===== src/rtl/nor_bus_ctrl.sv =====
`default_nettype none
// ============================================================================
//  Module   : nor_bus_ctrl
//  Brief    : Wishbone B4 pipelined slave that queues single-word requests
//             and replays them as asynchronous parallel NOR-flash cycles with
//             clock-counted CE#/OE#/WE# timing and in-order ack/err returns.
//  Revision : 1.0 - initial release
// ============================================================================
module nor_bus_ctrl #(
    parameter int ADDRBITS   = 26,
    parameter int DATABITS   = 16,
    parameter int FIFO_DEPTH = 4,
    parameter int RD_CYCLES  = 7,
    parameter int WE_CYCLES  = 4,
    parameter int RY_TIMEOUT = 1024
) (
    input  logic                wb_clk_i,
    input  logic                wb_rst_i,
    input  logic [ADDRBITS-1:0] wb_adr_i,
    input  logic [DATABITS-1:0] wb_dat_i,
    input  logic                wb_we_i,
    input  logic                wb_stb_i,
    input  logic                wb_cyc_i,
    output logic                wb_ack_o,
    output logic [DATABITS-1:0] wb_dat_o,
    output logic                wb_stall_o,
    output logic                wb_err_o,
    input  logic                nor_ry_i,
    input  logic [DATABITS-1:0] nor_data_i,
    output logic [DATABITS-1:0] nor_data_o,
    output logic [ADDRBITS-1:0] nor_addr_o,
    output logic                nor_ce_o,
    output logic                nor_we_o,
    output logic                nor_oe_o,
    output logic                nor_data_oe
);

    localparam int PTR_W   = $clog2(FIFO_DEPTH);
    localparam int ENT_W   = 1 + ADDRBITS + DATABITS;
    localparam int MAX_A   = (RD_CYCLES > WE_CYCLES) ? RD_CYCLES : WE_CYCLES;
    localparam int CNT_MAX = (MAX_A > RY_TIMEOUT) ? MAX_A : RY_TIMEOUT;
    localparam int CNT_W   = $clog2(CNT_MAX + 1);

    typedef enum logic [2:0] {
        S_IDLE     = 3'd0,
        S_WAIT_RY  = 3'd1,
        S_READ     = 3'd2,
        S_WR_SETUP = 3'd3,
        S_WR_PULSE = 3'd4,
        S_WR_HOLD  = 3'd5,
        S_TURN     = 3'd6
    } state_t;

    // ---------------------------------------------------------------- FIFO
    logic [ENT_W-1:0]    fifo_mem_q [FIFO_DEPTH];
    logic [PTR_W-1:0]    wr_ptr_q, rd_ptr_q;
    logic [PTR_W:0]      count_q;
    logic                fifo_full, fifo_empty, push, pop;
    logic                head_we;
    logic [ADDRBITS-1:0] head_adr;
    logic [DATABITS-1:0] head_dat;

    assign fifo_full  = (count_q == (PTR_W+1)'(FIFO_DEPTH));
    assign fifo_empty = (count_q == '0);
    assign push       = wb_cyc_i & wb_stb_i & ~fifo_full;
    assign {head_we, head_adr, head_dat} = fifo_mem_q[rd_ptr_q];
    // Stall depends only on the registered fill level, never on stb.
    assign wb_stall_o = fifo_full;

    // FIFO pointers/level; dropping cyc discards every queued request.
    always_ff @(posedge wb_clk_i or negedge wb_rst_i) begin
        if (!wb_rst_i) begin
            wr_ptr_q <= '0;
            rd_ptr_q <= '0;
            count_q  <= '0;
        end else if (!wb_cyc_i) begin
            wr_ptr_q <= '0;
            rd_ptr_q <= '0;
            count_q  <= '0;
        end else begin
            if (push) wr_ptr_q <= wr_ptr_q + PTR_W'(1);
            if (pop)  rd_ptr_q <= rd_ptr_q + PTR_W'(1);
            count_q <= count_q + (PTR_W+1)'(push) - (PTR_W+1)'(pop);
        end
    end

    // Request storage; contents are only meaningful between the pointers.
    always_ff @(posedge wb_clk_i) begin
        if (push) fifo_mem_q[wr_ptr_q] <= {wb_we_i, wb_adr_i, wb_dat_i};
    end

    // ----------------------------------------------------------------- FSM
    state_t              state_q, state_d;
    logic [CNT_W-1:0]    cnt_q, cnt_d;
    logic                cur_we_q, cur_we_d;
    logic [ADDRBITS-1:0] cur_adr_q, cur_adr_d;
    logic [DATABITS-1:0] cur_dat_q, cur_dat_d;
    logic                resp_q, resp_d;
    logic                ce_q, ce_d, oe_q, oe_d, we_q, we_d, doe_q, doe_d;
    logic [ADDRBITS-1:0] addr_q, addr_d;
    logic [DATABITS-1:0] wdat_q, wdat_d, rdat_q, rdat_d;
    logic                ack_q, ack_d, err_q, err_d;
    logic                start, sel_we;
    logic [ADDRBITS-1:0] sel_adr;
    logic [DATABITS-1:0] sel_dat;

    // Registers for the state machine and every pin-facing output.
    always_ff @(posedge wb_clk_i or negedge wb_rst_i) begin
        if (!wb_rst_i) begin
            state_q   <= S_IDLE;
            cnt_q     <= '0;
            cur_we_q  <= 1'b0;
            cur_adr_q <= '0;
            cur_dat_q <= '0;
            resp_q    <= 1'b0;
            ce_q      <= 1'b1;
            oe_q      <= 1'b1;
            we_q      <= 1'b1;
            doe_q     <= 1'b0;
            addr_q    <= '0;
            wdat_q    <= '0;
            rdat_q    <= '0;
            ack_q     <= 1'b0;
            err_q     <= 1'b0;
        end else begin
            state_q   <= state_d;
            cnt_q     <= cnt_d;
            cur_we_q  <= cur_we_d;
            cur_adr_q <= cur_adr_d;
            cur_dat_q <= cur_dat_d;
            resp_q    <= resp_d;
            ce_q      <= ce_d;
            oe_q      <= oe_d;
            we_q      <= we_d;
            doe_q     <= doe_d;
            addr_q    <= addr_d;
            wdat_q    <= wdat_d;
            rdat_q    <= rdat_d;
            ack_q     <= ack_d;
            err_q     <= err_d;
        end
    end

    // Next-state logic; resp_q remembers whether the current request may
    // still be answered (cleared the moment cyc drops).
    always_comb begin
        state_d   = state_q;
        cnt_d     = cnt_q;
        cur_we_d  = cur_we_q;
        cur_adr_d = cur_adr_q;
        cur_dat_d = cur_dat_q;
        resp_d    = resp_q & wb_cyc_i;
        ce_d      = ce_q;
        oe_d      = oe_q;
        we_d      = we_q;
        doe_d     = doe_q;
        addr_d    = addr_q;
        wdat_d    = wdat_q;
        rdat_d    = rdat_q;
        ack_d     = 1'b0;
        err_d     = 1'b0;
        pop       = 1'b0;
        start     = 1'b0;
        sel_we    = cur_we_q;
        sel_adr   = cur_adr_q;
        sel_dat   = cur_dat_q;

        case (state_q)
            S_IDLE: begin
                if (!fifo_empty && wb_cyc_i) begin
                    pop       = 1'b1;
                    resp_d    = 1'b1;
                    cur_we_d  = head_we;
                    cur_adr_d = head_adr;
                    cur_dat_d = head_dat;
                    sel_we    = head_we;
                    sel_adr   = head_adr;
                    sel_dat   = head_dat;
                    if (nor_ry_i) begin
                        start = 1'b1;
                    end else begin
                        state_d = S_WAIT_RY;
                        cnt_d   = '0;
                    end
                end
            end
            S_WAIT_RY: begin
                // Nothing has reached the pins yet, so an abandoned cycle
                // can simply be dropped.
                if (!wb_cyc_i) begin
                    state_d = S_TURN;
                end else if (nor_ry_i) begin
                    start = 1'b1;
                end else if (cnt_q == CNT_W'(RY_TIMEOUT - 1)) begin
                    err_d   = resp_q;
                    state_d = S_TURN;
                end else begin
                    cnt_d = cnt_q + CNT_W'(1);
                end
            end
            S_READ: begin
                if (cnt_q == CNT_W'(RD_CYCLES - 1)) begin
                    if (resp_q && wb_cyc_i) begin
                        rdat_d = nor_data_i;
                        ack_d  = 1'b1;
                    end
                    ce_d    = 1'b1;
                    oe_d    = 1'b1;
                    state_d = S_TURN;
                end else begin
                    cnt_d = cnt_q + CNT_W'(1);
                end
            end
            S_WR_SETUP: begin
                we_d    = 1'b0;
                cnt_d   = '0;
                state_d = S_WR_PULSE;
            end
            S_WR_PULSE: begin
                if (cnt_q == CNT_W'(WE_CYCLES - 1)) begin
                    we_d    = 1'b1;
                    state_d = S_WR_HOLD;
                end else begin
                    cnt_d = cnt_q + CNT_W'(1);
                end
            end
            S_WR_HOLD: begin
                ce_d    = 1'b1;
                doe_d   = 1'b0;
                ack_d   = resp_q & wb_cyc_i;
                state_d = S_TURN;
            end
            S_TURN: begin
                state_d = S_IDLE;
            end
            default: begin
                state_d = S_IDLE;
                ce_d    = 1'b1;
                oe_d    = 1'b1;
                we_d    = 1'b1;
                doe_d   = 1'b0;
            end
        endcase

        // Common launch of a flash cycle from either IDLE or WAIT_RY.
        if (start) begin
            addr_d = sel_adr;
            ce_d   = 1'b0;
            cnt_d  = '0;
            if (sel_we) begin
                wdat_d  = sel_dat;
                doe_d   = 1'b1;
                state_d = S_WR_SETUP;
            end else begin
                oe_d    = 1'b0;
                doe_d   = 1'b0;
                state_d = S_READ;
            end
        end
    end

    assign wb_ack_o    = ack_q;
    assign wb_err_o    = err_q;
    assign wb_dat_o    = rdat_q;
    assign nor_ce_o    = ce_q;
    assign nor_oe_o    = oe_q;
    assign nor_we_o    = we_q;
    assign nor_data_oe = doe_q;
    assign nor_addr_o  = addr_q;
    assign nor_data_o  = wdat_q;

endmodule
`default_nettype wire


===== config.mk =====
export PLATFORM = sky130hd
export DESIGN_NAME = nor_bus_ctrl
export DESIGN_NICKNAME = d
export VERILOG_FILES = /design/src/rtl/nor_bus_ctrl.sv
export SDC_FILE = /design/constraint.sdc
export NUM_CORES = 1
export LEC_CHECK = 0
export BUFFER_PORTS_ARGS = -buffer_cell sky130_fd_sc_hd__clkbuf_2
export CAP_MARGIN = 20
export CORE_MARGIN = 2
export CORE_UTILIZATION = 50
export CTS_BUF_LIST = sky130_fd_sc_hd__clkbuf_4 sky130_fd_sc_hd__clkbuf_8
export CTS_CLUSTER_DIAMETER = 50
export DETAILED_ROUTE_END_ITERATION = 10
export PLACE_DENSITY = 0.7
export SETUP_SLACK_MARGIN = 0.1
export SLEW_MARGIN = 20
export SYNTH_ARGS = -nofsm -noshare
export SYNTH_HDL_FRONTEND = slang
export SYNTH_SLANG_ARGS = --single-unit

===== constraint.sdc =====
create_clock -name wb_clk_i -period 3.8 [get_ports wb_clk_i]
set_clock_uncertainty 0.2 [all_clocks]
set_input_delay 0.76 -clock wb_clk_i [delete_from_list [all_inputs] [get_ports wb_clk_i]]
set_output_delay 0.76 -clock wb_clk_i [all_outputs]
set_load 0.1 [all_outputs]

### Word level (Yosys, flattened, before mapping)

Memories as Yosys holds them, arrays and structs flattened.
Cells that the tools add are included.

* bits in registers: 129
* latch bits: 0
* bits in writable memories: 172
* bits in read-only memories: 0
* input bits: 64
* output and inout bits: 65
* word-level logic and storage cells: 130
* memories: 1

* add/subtract/negate cells: 5
* multiply operators: 0
* divide/modulo/power cells: 0
* $lt $le $gt $ge: 0
* equal/unequal tests: 26
* shift-type cells: 0
* muxes and demuxes: 59
* bitwise gates (word level): 5
* reductions and logical operators: 16

Memories
* fifo_mem_q: words 4, bits a word 43, read ports 1, clocked after Yosys merged registers in 0, write ports 1, line 55 `logic [ENT_W-1:0] fifo_mem_q [FIFO_DEPTH];`

Operators with widths (number)
* 11-bit two-way mux: 8
* 11-bit case mux with 5 select lines: 1
* 26-bit two-way mux: 2
* 16-bit two-way mux: 2
* 1-bit two-way mux: 27
* 3-bit two-way mux: 9
* 3-bit inequality test (second input constant): 9
* 3-bit case mux with 6 select lines: 1
* 3-bit equality test (second input constant): 4
* 6-bit OR reduction: 2
* 11-bit by 1-bit adder with 11-bit output (second input constant): 1
* 11-bit by 10-bit equality test with 1-bit output (second input constant): 1
* 11-bit by 2-bit equality test with 1-bit output (second input constant): 1
* 11-bit by 3-bit equality test with 1-bit output (second input constant): 1
* 5-bit OR reduction: 2
* 2-bit two-way mux: 4
* 2-bit by 1-bit inequality test with 1-bit output (second input constant): 4
* 4-bit inequality test (second input constant): 2
* 1-bit case mux with 2 select lines: 4
* 8-bit AND reduction: 1
* 3-bit by 2-bit equality test with 1-bit output (second input constant): 2
* 3-bit zero test: 2
* 2-bit AND reduction: 3
* 6-bit AND reduction: 1
* 12 further kinds: 17

### Depth between registers and ports, before layout

Gate-level depths: netlist (run 1).

* depth after elaboration: 7
* gate-level depth with buffers: 14

### Worst setup path before layout (run 1)

OpenSTA, ideal clock, no wires.

* path type: input to register
* from: input wb_cyc_i
* to: memory fifo_mem_q[0][0] (netlist bit) (enable)
* setup time: 0.444 ns
* arrival time: 3.071 ns
* required time: 3.156 ns
* setup slack: 0.086 ns
* cell stages on the path: 3
* path through: buf_1 nand3_1 nor2_1

* longest elaborated chain between the ends: 4

Ends and longest elaborated chain
* from (decl): line 23 `input logic wb_cyc_i,`
* 1-bit bitwise AND (2 in a row): line 65 `assign push = wb_cyc_i & wb_stb_i & ~fifo_full;`
* 1-bit two-way mux: line 89 `if (push) fifo_mem_q[wr_ptr_q] <= {wb_we_i, wb_adr_i, wb_dat_i};`
* 1-bit two-way mux (not written as such): line 89
* to (decl): line 55

Every way passes these cells.

### Worst setup path after layout (run 1)

* from: register cnt_q[7]
* to: register rdat_q[2], in the netlist wb_dat_o[2]

* longest elaborated chain between the ends: 2

Ends and longest elaborated chain
* from (decl): line 94 `logic [CNT_W-1:0] cnt_q, cnt_d;`
* from (signal assigned): line 127 `cnt_q <= cnt_d;`
* 11-bit by 3-bit equality test with 1-bit output: line 202 `if (cnt_q == CNT_W'(RD_CYCLES - 1)) begin`
* 3-bit AND reduction (no line)
* to (signal assigned): line 138 `rdat_q <= rdat_d;`
* to (decl): line 101 `logic [DATABITS-1:0] wdat_q, wdat_d, rdat_q, rdat_d;`

Every way passes these cells.
A chain may end at the register's enable or synchronous reset.

==> impl_metrics.prom, run 1 <==
# TYPE chip_impl_metric gauge
chip_impl_metric{name="postCtsResizedCells",unit=""} 0
chip_impl_metric{name="pin_count_of_the_biggest_net_entering_global_routing",unit=""} 74
chip_impl_metric{name="setup_total_negative_slack",unit="ns"} 0
chip_impl_metric{name="drt_pass1_iterations",unit=""} 5
chip_impl_info{name="ctsRootBufferMaster",value="clkbuf_8"} 1
chip_impl_metric{name="globalRouteTotalUtil",unit="%"} 19.1
chip_impl_metric{name="hpwl",unit="µm"} 13300
chip_impl_metric{name="syn-instance-count",unit=""} 636
chip_impl_metric{name="clock_path_buffers",unit=""} 3
chip_impl_metric{name="die_height",unit="µm"} 157
chip_impl_metric{name="vias",unit=""} 6262
chip_impl_metric{name="design.die.area",unit="mm²"} 0.0245
chip_impl_metric{name="drt-vias-per-instance",unit=""} 5.41
chip_impl_metric{name="first_global_vias",unit=""} 6651
chip_impl_metric{name="gp_congestion",unit=""} 0.799
chip_impl_metric{name="achievable-frequency",unit="MHz"} 345
chip_impl_info{name="setup.worst_path.class",value="flop to flop"} 1
chip_impl_info{name="synth_top_family_by_area",value="multiplexers"} 1
chip_impl_info{name="status",value="completed"} 1
chip_impl_metric{name="power.density",unit="mW/mm²"} 799
chip_impl_info{name="endpoint_kind",value="flop"} 1
chip_impl_metric{name="timing.final.hold_violations",unit=""} 0
chip_impl_metric{name="ys_seq_area_share",unit="%"} 72.1
chip_impl_metric{name="hold_ws",unit="ns"} 0.0456
chip_impl_metric{name="antenna_left",unit=""} 0
chip_impl_metric{name="cts-hold-fix-buffers",unit=""} 0
chip_impl_metric{name="share_of_synthesized_cell_area_in_full_adder_half_adder_and_majority_cells",unit="%"} 1.03
chip_impl_metric{name="synth-edff-count",unit=""} 172
chip_impl_metric{name="wl_per_cell",unit="µm"} 19.5
chip_impl_info{name="hold_path.class",value="input port to async pin"} 1
chip_impl_metric{name="ys_ff_latch",unit=""} 301
chip_impl_metric{name="worst_setup_hold_path_clk_slew",unit="ns"} 0.06
chip_impl_metric{name="area_growth",unit="%"} 18.2
chip_impl_info{name="critical_path.startpoint_type",value="flop"} 1
chip_impl_metric{name="num_rows",unit=""} 55
chip_impl_metric{name="timing.final.crit_share",unit="%"} 76.3
chip_impl_metric{name="post_detailed_routing_wire_length",unit="µm"} 22600
chip_impl_info{name="synthFlopType",value="edfxtp_1"} 1
chip_impl_metric{name="drc",unit=""} 0
chip_impl_metric{name="static_power_due_to_leakage",unit="nW"} 5.50
chip_impl_metric{name="synth_simple_gate_area_share",unit="%"} 3.98
chip_impl_metric{name="fraction_of_layout_cells_with_a_size_suffix_above_1",unit="%"} 36.5
chip_impl_metric{name="grt_first_pass_wirelength",unit="µm"} 35500
chip_impl_info{name="tritoncts",value="done"} 1
chip_impl_metric{name="grt_overflow_total",unit=""} 0
chip_impl_metric{name="reg2reg_setup_slack",unit="ns"} 0.90
chip_impl_metric{name="detailed_route_iter0_violations",unit=""} 329
chip_impl_metric{name="cts_inserted_buffers",unit=""} 49
chip_impl_metric{name="vdd.ir_drop.worst",unit="V"} 0.000637
chip_impl_metric{name="post_cts_buffers",unit=""} 0
chip_impl_metric{name="final-setup-viol-count",unit=""} 0
chip_impl_metric{name="final_net_count",unit=""} 876
chip_impl_metric{name="synthXorXnorAreaFrac",unit="%"} 0.376
chip_impl_metric{name="synth_compound_area_share",unit="%"} 2.90
chip_impl_info{name="yosys-top-cells-area",value="edfxtp_1 44%, dfrtp_1 27%, mux4_2 8.3%, mux2_1 7.6%, mux2_2 2.0%"} 1
chip_impl_metric{name="max_cap_viol_count",unit=""} 0
chip_impl_metric{name="synth.avg_cell_area",unit="µm²"} 18.3
chip_impl_info{name="netlist.top_cell.by_area",value="edfxtp_1"} 1
chip_impl_metric{name="synth.top_cell.area_share",unit="%"} 44.3
chip_impl_metric{name="htreeDepth",unit=""} 2
chip_impl_metric{name="place.port_buffers",unit=""} 128
chip_impl_metric{name="crit_path_dat",unit="ns"} 3.12
chip_impl_metric{name="least_margin_pin_slew",unit="ns"} 0.780
chip_impl_metric{name="grt_antenna_before_repair",unit=""} 2
chip_impl_metric{name="worst_slew_margin_rel",unit="%"} 48.0
chip_impl_metric{name="floorplan.die.width",unit="µm"} 157
chip_impl_metric{name="synth.yosys.warnings",unit=""} 0
chip_impl_metric{name="async_reset_ff_share",unit="%"} 42.9
chip_impl_metric{name="synth.net_count",unit=""} 709
chip_impl_metric{name="timing_max_transition_violations_final",unit=""} 0
chip_impl_metric{name="report.power.total",unit="W"} 0.0110
chip_impl_metric{name="io_pins",unit=""} 129
chip_impl_metric{name="syn-cell-area",unit="mm²"} 0.0117
chip_impl_metric{name="effective_utilization_at_floorplan",unit="%"} 51.2
chip_impl_metric{name="required",unit="ns"} 4.02
chip_impl_metric{name="worst-path-max-fanout",unit=""} 16
chip_impl_metric{name="post_synth_num_cell_types",unit=""} 58
chip_impl_info{name="grt_setup_unrepaired",value="false"} 1
chip_impl_metric{name="insertion_delay",unit="ns"} 0.56
chip_impl_metric{name="cts_sinks",unit=""} 301
chip_impl_metric{name="design.core.area",unit="mm²"} 0.0228
chip_impl_metric{name="synth.area.mux_share",unit="%"} 18.0
chip_impl_metric{name="layout_min_cycle_time",unit="ns"} 2.90
routing by layer:
metal	up-vias	wire length, µm	track usage (%)
met5	-	13	0
met4	2	529	6.55
met3	53	1590	5.32
met2	228	10800	31.4
met1	3190	9630	24.6
li1	2789	-	-
final cells by class:
type,count,area (µm²)
Fill cell,1706,9010
Sequential cell,301,8400
Multi-Input combinational cell,289,3090
Clock buffer,75,913
Timing Repair Buffer,140,749
Tap cell,313,392
Clock inverter,17,139
Inverter,22,82.6
Antenna cell,1,2.50
report_power, final:
part / internal (W) / switching, W / leakage [nW]
clock network: 0.00168 / 0.00122 / 0.560
registers: 0.00409 / 0.000336 / 3.19
logic: 0.00102 / 0.00266 / 1.75
state kept, by name (all words and copies together), names as in the netlist, 2 cells and up:
register and count:
cnt_q 11, count_q 3, cur_adr_q 26, cur_dat_q 16, fifo_mem_q 172, nor_addr_o 26, nor_data_o 16, rd_ptr_q 2
state_q 3, wb_dat_o 16, wr_ptr_q 2
cells in the mapped netlist, drive strengths merged (4+ instances only):
library cell and instances:
dfrtp 126, buf 16, and2 4, nand3 14, or3 7, o21ai 9, edfxtp 172, inv 22
nand2 17, mux4 43, mux2 100, nand4 5, clkbuf 8, nor2 19, a21oi 12, ha 8
final timing paths:
check | endpoint | startpoint | depth (start not counted)
worst max register to register | wb_dat_o[2] | cnt_q[7] | 5
worst min register to register | cur_dat_q[8] | cur_dat_q[8] | 1
max in group asynchronous | cur_adr_q[9] | wb_rst_i | 2
min in group wb_clk_i | fifo_mem_q[3][29] | wb_adr_i[13] | 1
worst min-delay path | count_q[1] | wb_rst_i | 1
worst max-delay path | wb_dat_o[2] | cnt_q[7] | 5
stage by stage:
| stage | setup slack (ns) | instance area [µm²] | std cells | util, % |
|---|---|---|---|---|
| finish | 0.901 | 13800 | 1158 | 60.5 |
| global route | 0.646 | 13800 | 1157 | 60.5 |
| CTS | 0.882 | 13800 | 1157 | 60.5 |
| detailed placement | 0.696 | 12700 | 1065 | 55.8 |
| global placement | 0.783 | 12700 | 1065 | 55.8 |
| floorplan | 0.0857 | 11700 | 636 | - |
worst max-delay path: stages, from the launching register on:
cell and delay, ns:
dfrtp_1 0.44, nor4_1 0.69, and2_1 0.25, nand3_1 0.13
nor2_2 0.66, mux2_1 0.39
cells by family after synthesis:
group,count (synthesis)
adders and majority gates,9
xor gates and xnor gates,5
DFF,301
buffers and inverters,46
and+or+nand+nor,86
muxes,143
AOI/OAI and AO/OA,46
placed cells by master, fill, tap and decap left out, drive strengths merged, types with 3 or more instances in the layout:
master  netlist  routed
nand4         5       5
dfstp         3       3
or3           7       7
clkinv        0      12
o21ai         9       9
a21oi        12      12
nand3        14      14
o21a          3       3
mux4         43      43
and2          4       4
dfrtp       126     126
mux2        100     100
clkbuf        8     202
edfxtp      172     172
nor2         19      19
nor3          3       3
ha            8       8
buf          16      13
nand2        17      17
a21o          3       3
inv          22      24
xnor2         3       3
(Power assumes the default switching activity.)
==> inputs of run 2 (changes only) <==
--- a/config.mk
+++ b/config.mk
@@ -12,7 +12,7 @@
 export CTS_BUF_LIST = sky130_fd_sc_hd__clkbuf_4 sky130_fd_sc_hd__clkbuf_8
 export CTS_CLUSTER_DIAMETER = 50
 export DETAILED_ROUTE_END_ITERATION = 10
-export PLACE_DENSITY = 0.7
+export PLACE_DENSITY = 0.72
 export SETUP_SLACK_MARGIN = 0.1
 export SLEW_MARGIN = 20
 export SYNTH_ARGS = -nofsm -noshare
==> constraint.sdc (replaced) <==
create_clock -name wb_clk_i -period 2.5 [get_ports wb_clk_i]
set_clock_uncertainty 0.2 [all_clocks]
set_input_delay 0.5 -clock wb_clk_i [delete_from_list [all_inputs] [get_ports wb_clk_i]]
set_output_delay 0.5 -clock wb_clk_i [all_outputs]
set_load 0.1 [all_outputs]
==> impl_metrics.prom, run 2 (synthesized netlist as in run 1, its figures left out) <==
# TYPE chip_impl_metric gauge
chip_impl_info{name="worst_setup_path_startpoint",value="count_q[1]"} 1
chip_impl_metric{name="clock_path_buffers",unit=""} 3
chip_impl_metric{name="effective_utilization_at_floorplan",unit="%"} 51.2
chip_impl_metric{name="dp.cells",unit=""} 1090
chip_impl_metric{name="design.die.area",unit="mm²"} 0.0245
chip_impl_info{name="endpoint_kind",value="flop"} 1
chip_impl_metric{name="flip_flop_count_of_the_largest_register_after_layout",unit=""} 172
chip_impl_metric{name="required",unit="ns"} 2.74
chip_impl_metric{name="clock_network_fraction_of_total_power",unit="%"} 24.7
chip_impl_metric{name="least_margin_pin_slew",unit="ns"} 0.585
chip_impl_metric{name="crit_path_dat",unit="ns"} 2.73
chip_impl_metric{name="die_height",unit="µm"} 157
chip_impl_metric{name="pin_count_of_the_biggest_net_entering_global_routing",unit=""} 48
chip_impl_info{name="worst_path_max_delay_cell",value="or3_4"} 1
chip_impl_info{name="cp_top_family",value="simple AND/OR/NAND/NOR gates"} 1
chip_impl_metric{name="max_cap_viol_count",unit=""} 0
chip_impl_metric{name="timing_max_transition_violations_final",unit=""} 0
chip_impl_metric{name="vias",unit=""} 6566
chip_impl_metric{name="worst_slew_margin_rel",unit="%"} 61.1
chip_impl_metric{name="globalRouteTotalUtil",unit="%"} 19.8
chip_impl_metric{name="p_int",unit="W"} 0.0105
chip_impl_metric{name="timing.final.hold_violations",unit=""} 0
chip_impl_metric{name="setup_total_negative_slack",unit="ns"} 0
chip_impl_metric{name="cts_inserted_buffers",unit=""} 49
chip_impl_metric{name="fraction_of_layout_cells_with_a_size_suffix_above_1",unit="%"} 37.9
chip_impl_metric{name="share_seq_of_total_power",unit="%"} 39.1
chip_impl_metric{name="post_detailed_routing_wire_length",unit="µm"} 23200
chip_impl_info{name="top_register",value="fifo_mem_q"} 1
chip_impl_info{name="setup.worst_path.class",value="flop to flop"} 1
chip_impl_metric{name="final-setup-viol-count",unit=""} 0
chip_impl_metric{name="final_net_count",unit=""} 969
chip_impl_metric{name="drt_pass1_iterations",unit=""} 4
chip_impl_metric{name="power.density",unit="mW/mm²"} 1150
chip_impl_info{name="commonest_cells_after_routing_fill_and_taps_aside",value="172 x edfxtp_1, 126 x clkbuf_2, 124 x dfrtp_1, 79 x mux2_1, 61 x dlygate4sd3_1"} 1
chip_impl_metric{name="comb_power_share",unit="%"} 36.3
chip_impl_metric{name="static_power_due_to_leakage",unit="nW"} 5.93
chip_impl_info{name="commonest_non_fill_non_tap_cell_in_the_layout",value="edfxtp_1"} 1
chip_impl_metric{name="io_pins",unit=""} 129
chip_impl_metric{name="drt-vias-per-instance",unit=""} 5.25
chip_impl_metric{name="timing.critical_path.buf_inv",unit=""} 3
chip_impl_info{name="status",value="completed"} 1
chip_impl_metric{name="worst_setup_hold_path_clk_slew",unit="ns"} 0.06
chip_impl_metric{name="gp_congestion",unit=""} 0.853
chip_impl_metric{name="hold_ws",unit="ns"} 0.0462
chip_impl_metric{name="wl_per_cell",unit="µm"} 18.6
chip_impl_metric{name="grt_first_pass_wirelength",unit="µm"} 37600
chip_impl_metric{name="drc",unit=""} 0
chip_impl_metric{name="num_rows",unit=""} 55
chip_impl_info{name="cp_cell_sequence",value="or3_4, and2_4, nand2_4, inv_2, ha_4, inv_4, ha_4, inv_2, fa_2, xor2_2, xnor2_1, nor2_1"} 1
chip_impl_info{name="critical_path.reg2reg.startpoint",value="count_q[1]"} 1
chip_impl_info{name="hold_path.class",value="input port to flop"} 1
chip_impl_metric{name="grt_overflow_total",unit=""} 0
chip_impl_metric{name="achievable-frequency",unit="MHz"} 401
chip_impl_metric{name="htreeDepth",unit=""} 2
chip_impl_metric{name="insertion_delay",unit="ns"} 0.55
chip_impl_metric{name="grt_antenna_before_repair",unit=""} 1
chip_impl_metric{name="cpPeakStageDelay",unit="ns"} 0.39
chip_impl_metric{name="first_global_vias",unit=""} 7247
chip_impl_metric{name="vdd.ir_drop.worst",unit="V"} 0.00103
chip_impl_metric{name="hpwl",unit="µm"} 14000
chip_impl_metric{name="layout_min_cycle_time",unit="ns"} 2.49
chip_impl_metric{name="design.core.area",unit="mm²"} 0.0228
chip_impl_info{name="grt_setup_unrepaired",value="true"} 1
chip_impl_metric{name="power.net_switching",unit="W"} 0.00654
chip_impl_metric{name="postLayoutCoreUtil",unit="%"} 65.0
chip_impl_metric{name="reg2reg_setup_slack",unit="ns"} 0.006
chip_impl_metric{name="floorplan.die.width",unit="µm"} 157
chip_impl_info{name="tritoncts",value="done"} 1
chip_impl_metric{name="place.port_buffers",unit=""} 128
chip_impl_info{name="hold_start",value="wb_stb_i"} 1
chip_impl_metric{name="area_growth",unit="%"} 27.0
chip_impl_info{name="ctsRootBufferMaster",value="clkbuf_8"} 1
chip_impl_metric{name="detailed_route_iter0_violations",unit=""} 388
chip_impl_metric{name="worst-path-max-fanout",unit=""} 3
chip_impl_info{name="critical_path.startpoint_type",value="flop"} 1
chip_impl_metric{name="stdcell_count",unit=""} 1250
chip_impl_metric{name="cts_sinks",unit=""} 301
chip_impl_metric{name="timing.final.crit_share",unit="%"} 99.8
chip_impl_metric{name="swShare",unit="%"} 38.4
chip_impl_metric{name="antenna_left",unit=""} 0
==> run 2: cell types whose count changed in the layout (fill, tap and decap cells not counted), sizes merged <==
cell,delta
dlygate4sd3,+61
buf,+32
bufinv,-2
inv,-2
a41oi,+1
clkbuf,+1
clkinv,+1
==> run 2: power groups by stage <==
stage	registers, W	clock network, W	logic (W)
after floorplan	0.00907	0	0.00226
after global routing	0.00675	0.00453	0.00653
after global placement	0.00670	0	0.00583
after CTS	0.00666	0.00430	0.00612
after detailed placement	0.00675	0	0.00596
final	0.00665	0.00420	0.00618
==> run 2: path summary, 6_finish.rpt <==
check	to	cells past startpoint
max in group asynchronous	rd_ptr_q[0]	3
min in group asynchronous	cnt_q[2]	2
worst max register to register	count_q[2]	12
worst max-delay path	count_q[2]	12
worst min-delay path	wr_ptr_q[1]	3
worst min register to register	wb_dat_o[11]	1
==> run 2: worst reg2reg max path, cell delays in order (launching register included) <==
cell     delay [ns]
dfrtp_1        0.37
or3_4          0.39
and2_4         0.16
nand2_4        0.07
inv_2          0.04
ha_4           0.21
inv_4          0.05
ha_4           0.11
inv_2          0.03
fa_2           0.35
xor2_2         0.16
xnor2_1        0.17
nor2_1         0.06
==> run 2: stage by stage <==
stage,total power [W],instance area [µm²],setup slack [ns]
final,0.0170,14800,0.00592
after CTS,0.0171,14700,0.00998
after global routing,0.0178,14800,-0.0839
after floorplan,0.0113,11700,-0.247
after global placement,0.0125,13100,0.0630
after detailed placement,0.0127,13100,-0.0556
==> run 2: layout make-up <==
| class | instances | area [µm²] |
|---|---|---|
| clock buffer | 77 | 922 |
| antenna | 1 | 2.50 |
| tap | 313 | 392 |
| multi-input combinational | 290 | 3200 |
| fill | 1573 | 7980 |
| inverter | 22 | 85.1 |
| clock inverter | 14 | 82.6 |
| timing repair buffer | 232 | 1710 |
| sequential | 301 | 8400 |
==> run 2: what timing repair did <==
item	in CTS	in global routing
hold buffers	61	0
pin swaps	5	5
cloned	1	0
setup endpoints to repair	16	53
gates resized for setup	4	9
buffers inserted	2	4
endpoints found under the hold margin	233	0
==> run 2: metal layers <==
layer	up-vias	GRT usage (%)	wire [µm]
met5	-	0	0
li1	2983	-	-
met3	44	4.13	1260
met1	3341	25.6	9920
met4	0	7.47	520
met2	198	33.4	11500
==> inputs of run 3 (changes only) <==
--- a/config.mk
+++ b/config.mk
@@ -8,11 +8,11 @@
 export BUFFER_PORTS_ARGS = -buffer_cell sky130_fd_sc_hd__clkbuf_2
 export CAP_MARGIN = 20
 export CORE_MARGIN = 2
-export CORE_UTILIZATION = 50
+export CORE_UTILIZATION = 55
 export CTS_BUF_LIST = sky130_fd_sc_hd__clkbuf_4 sky130_fd_sc_hd__clkbuf_8
 export CTS_CLUSTER_DIAMETER = 50
 export DETAILED_ROUTE_END_ITERATION = 10
-export PLACE_DENSITY = 0.72
+export PLACE_DENSITY = 0.79
 export SETUP_SLACK_MARGIN = 0.1
 export SLEW_MARGIN = 20
 export SYNTH_ARGS = -nofsm -noshare
==> impl_metrics.prom, run 3 (synthesized netlist as in run 1, its figures left out) <==
# TYPE chip_impl_metric gauge
chip_impl_info{name="status",value="finished, violations left"} 1
chip_impl_info{name="violations",value="setup timing"} 1
chip_impl_info{name="min_to",value="wr_ptr_q[1]"} 1
chip_impl_metric{name="max_cap_viol_count",unit=""} 0
chip_impl_metric{name="layout_min_cycle_time",unit="ns"} 2.51
chip_impl_metric{name="drc",unit=""} 0
chip_impl_metric{name="vias",unit=""} 6537
chip_impl_metric{name="antenna_left",unit=""} 0
chip_impl_metric{name="reg2reg_setup_slack",unit="ns"} -0.01
chip_impl_metric{name="floorplan.die.width",unit="µm"} 150
chip_impl_metric{name="achievable-frequency",unit="MHz"} 398
chip_impl_metric{name="timing.final.hold_violations",unit=""} 0
chip_impl_metric{name="worst_r2r_path_depth",unit=""} 12
chip_impl_metric{name="flip_flop_count_of_the_largest_register_after_layout",unit=""} 172
chip_impl_info{name="commonest_non_fill_non_tap_cell_in_the_layout",value="edfxtp_1"} 1
chip_impl_metric{name="required",unit="ns"} 2.74
chip_impl_metric{name="first_global_vias",unit=""} 7046
chip_impl_info{name="worst_path_max_delay_cell",value="dfrtp_1"} 1
chip_impl_metric{name="io_pins",unit=""} 129
chip_impl_metric{name="grt_overflow_total",unit=""} 0
chip_impl_metric{name="insertion_delay",unit="ns"} 0.56
chip_impl_info{name="endpoint_kind",value="flop"} 1
chip_impl_metric{name="vdd.ir_drop.worst",unit="V"} 0.000997
chip_impl_metric{name="dp_worst_setup_slack",unit="ns"} -0.0127
chip_impl_metric{name="power.density",unit="mW/mm²"} 1150
chip_impl_metric{name="design.core.area",unit="mm²"} 0.0209
chip_impl_info{name="critical-path-top-cell-by-count",value="inv_2"} 1
chip_impl_metric{name="hold_ws",unit="ns"} 0.0509
chip_impl_info{name="commonest_cells_after_routing_fill_and_taps_aside",value="172 x edfxtp_1, 126 x clkbuf_2, 124 x dfrtp_1, 79 x mux2_1, 61 x dlygate4sd3_1"} 1
chip_impl_metric{name="timing.final.crit_share",unit="%"} 100
chip_impl_info{name="cp_cell_sequence",value="or3_4, and2_4, nand2_4, inv_2, ha_4, inv_2, ha_4, inv_2, fa_2, xor2_2, xnor2_1, nor2_1"} 1
chip_impl_metric{name="cts_inserted_buffers",unit=""} 47
chip_impl_metric{name="wl_per_cell",unit="µm"} 19.1
chip_impl_metric{name="hpwl",unit="µm"} 14000
chip_impl_metric{name="fraction_of_layout_cells_with_a_size_suffix_above_1",unit="%"} 37.4
chip_impl_metric{name="crit_path_dat",unit="ns"} 2.75
chip_impl_metric{name="detailed_route_iter0_violations",unit=""} 413
chip_impl_metric{name="gp_congestion",unit=""} 0.825
chip_impl_info{name="ctsRootBufferMaster",value="clkbuf_8"} 1
chip_impl_metric{name="post_detailed_routing_wire_length",unit="µm"} 23000
chip_impl_info{name="r2r_end",value="count_q[2]"} 1
chip_impl_info{name="hold_path.class",value="input port to flop"} 1
chip_impl_metric{name="grt_first_pass_wirelength",unit="µm"} 36500
chip_impl_metric{name="timing_max_transition_violations_final",unit=""} 0
chip_impl_info{name="critical_path.startpoint_type",value="flop"} 1
chip_impl_metric{name="setup_total_negative_slack",unit="ns"} -0.0123
chip_impl_metric{name="globalRouteTotalUtil",unit="%"} 21.3
chip_impl_metric{name="final_net_count",unit=""} 960
chip_impl_metric{name="worst_slew_margin_rel",unit="%"} 60.5
chip_impl_metric{name="htreeDepth",unit=""} 2
chip_impl_metric{name="cts_sinks",unit=""} 301
chip_impl_metric{name="grt_antenna_before_repair",unit=""} 1
chip_impl_metric{name="pin_count_of_the_biggest_net_entering_global_routing",unit=""} 46
chip_impl_metric{name="die_height",unit="µm"} 150
chip_impl_metric{name="clock_path_buffers",unit=""} 3
chip_impl_info{name="hold_start",value="wb_stb_i"} 1
chip_impl_info{name="critical_path.reg2reg.startpoint",value="count_q[0]"} 1
chip_impl_metric{name="design.die.area",unit="mm²"} 0.0224
chip_impl_metric{name="drt_pass1_iterations",unit=""} 4
chip_impl_metric{name="area_growth",unit="%"} 25.9
chip_impl_metric{name="num_rows",unit=""} 53
chip_impl_metric{name="cpPeakStageDelay",unit="ns"} 0.39
chip_impl_metric{name="hold_path_depth",unit=""} 3
chip_impl_metric{name="place.port_buffers",unit=""} 128
chip_impl_info{name="top_register",value="fifo_mem_q"} 1
chip_impl_info{name="grt_setup_unrepaired",value="true"} 1
chip_impl_metric{name="worst_setup_hold_path_clk_slew",unit="ns"} 0.06
chip_impl_metric{name="static_power_due_to_leakage",unit="nW"} 5.88
chip_impl_metric{name="least_margin_pin_slew",unit="ns"} 0.594
chip_impl_metric{name="worst-path-max-fanout",unit=""} 3
chip_impl_metric{name="effective_utilization_at_floorplan",unit="%"} 55.8
chip_impl_info{name="setup.worst_path.class",value="flop to flop"} 1
chip_impl_metric{name="final-setup-viol-count",unit=""} 1
chip_impl_info{name="tritoncts",value="done"} 1
chip_impl_metric{name="drt-vias-per-instance",unit=""} 5.44
chip_impl_metric{name="worst_slack",unit="ns"} -0.0123
run 3: cell count changes in the layout (fill, tap and decap cells not counted), moves of 4 or more:
cell	delta
clkbuf_4	+6
buf_4	-8
clkinv_2	-5
clkbuf_8	-4
run 3: timing repair:
action                     in CTS  in global routing
buffers inserted                1                  2
gates resized for setup         5                  9
hold endpoints to repair      231                  0
hold buffers                   61                  0
setup endpoints to repair      10                 32
gates cloned                    1                  0
pin swaps                       6                  8
run 3: layout make-up:
class / count / area, µm²
Multi-Input combinational cell: 290 / 3210
Tap cell: 275 / 344
Fill cell: 1328 / 6220
Timing Repair Buffer: 225 / 1660
Antenna cell: 1 / 2.50
Inverter: 22 / 82.6
Clock inverter: 8 / 56.3
Clock buffer: 79 / 912
Sequential cell: 301 / 8400
run 3: how the worst max path moves through the flow:
| stage | depth (start not counted) | startpoint | slack [ns] | to |
|---|---|---|---|---|
| final | 12 | count_q[0] | -0.01 | count_q[2] |
| after global routing | 12 | count_q[0] | -0.10 | count_q[2] |
| after CTS | 12 | count_q[2] | 0.01 | count_q[2] |
| after detailed placement | 12 | count_q[0] | -0.01 | count_q[2] |
| after global placement | 12 | count_q[0] | 0.06 | count_q[2] |
| after floorplan | 14 | count_q[0] | -0.25 | count_q[2] |
run 3: power breakdown:
group	switching (W)	internal (W)	leakage (nW)
logic	0.00429	0.00190	2.16
registers	0.000394	0.00621	3.19
clock network	0.00180	0.00231	0.521
run 3: per-layer routing:
metal | track usage (%) | vias up | share of wire [%]
li1 | - | 2967 | -
met1 | 27.5 | 3340 | 42
met4 | 6.67 | 0 | 1.4
met5 | 0 | - | 0
met3 | 5.03 | 31 | 6.6
met2 | 36.1 | 199 | 50
run 3: worst max-delay path: cells and delay by family, from the launching register on:
kind	cells	cell delay [ns]
fa+ha+maj	3	0.69
flops	1	0.39
buf+inv	3	0.14
xor+xnor	2	0.30
simple gates	4	0.68
run 3: stage by stage:
step / total power, W / std cells / cell area [µm²] / utilization, %
floorplan: 0.0113 / 636 / 11700 / -
CTS: 0.0170 / 1198 / 14600 / 69.9
global route: 0.0177 / 1200 / 14700 / 70.2
finish: 0.0169 / 1201 / 14700 / 70.2
detailed placement: 0.0127 / 1048 / 13000 / 62.1
global placement: 0.0125 / 1048 / 13000 / 62.1
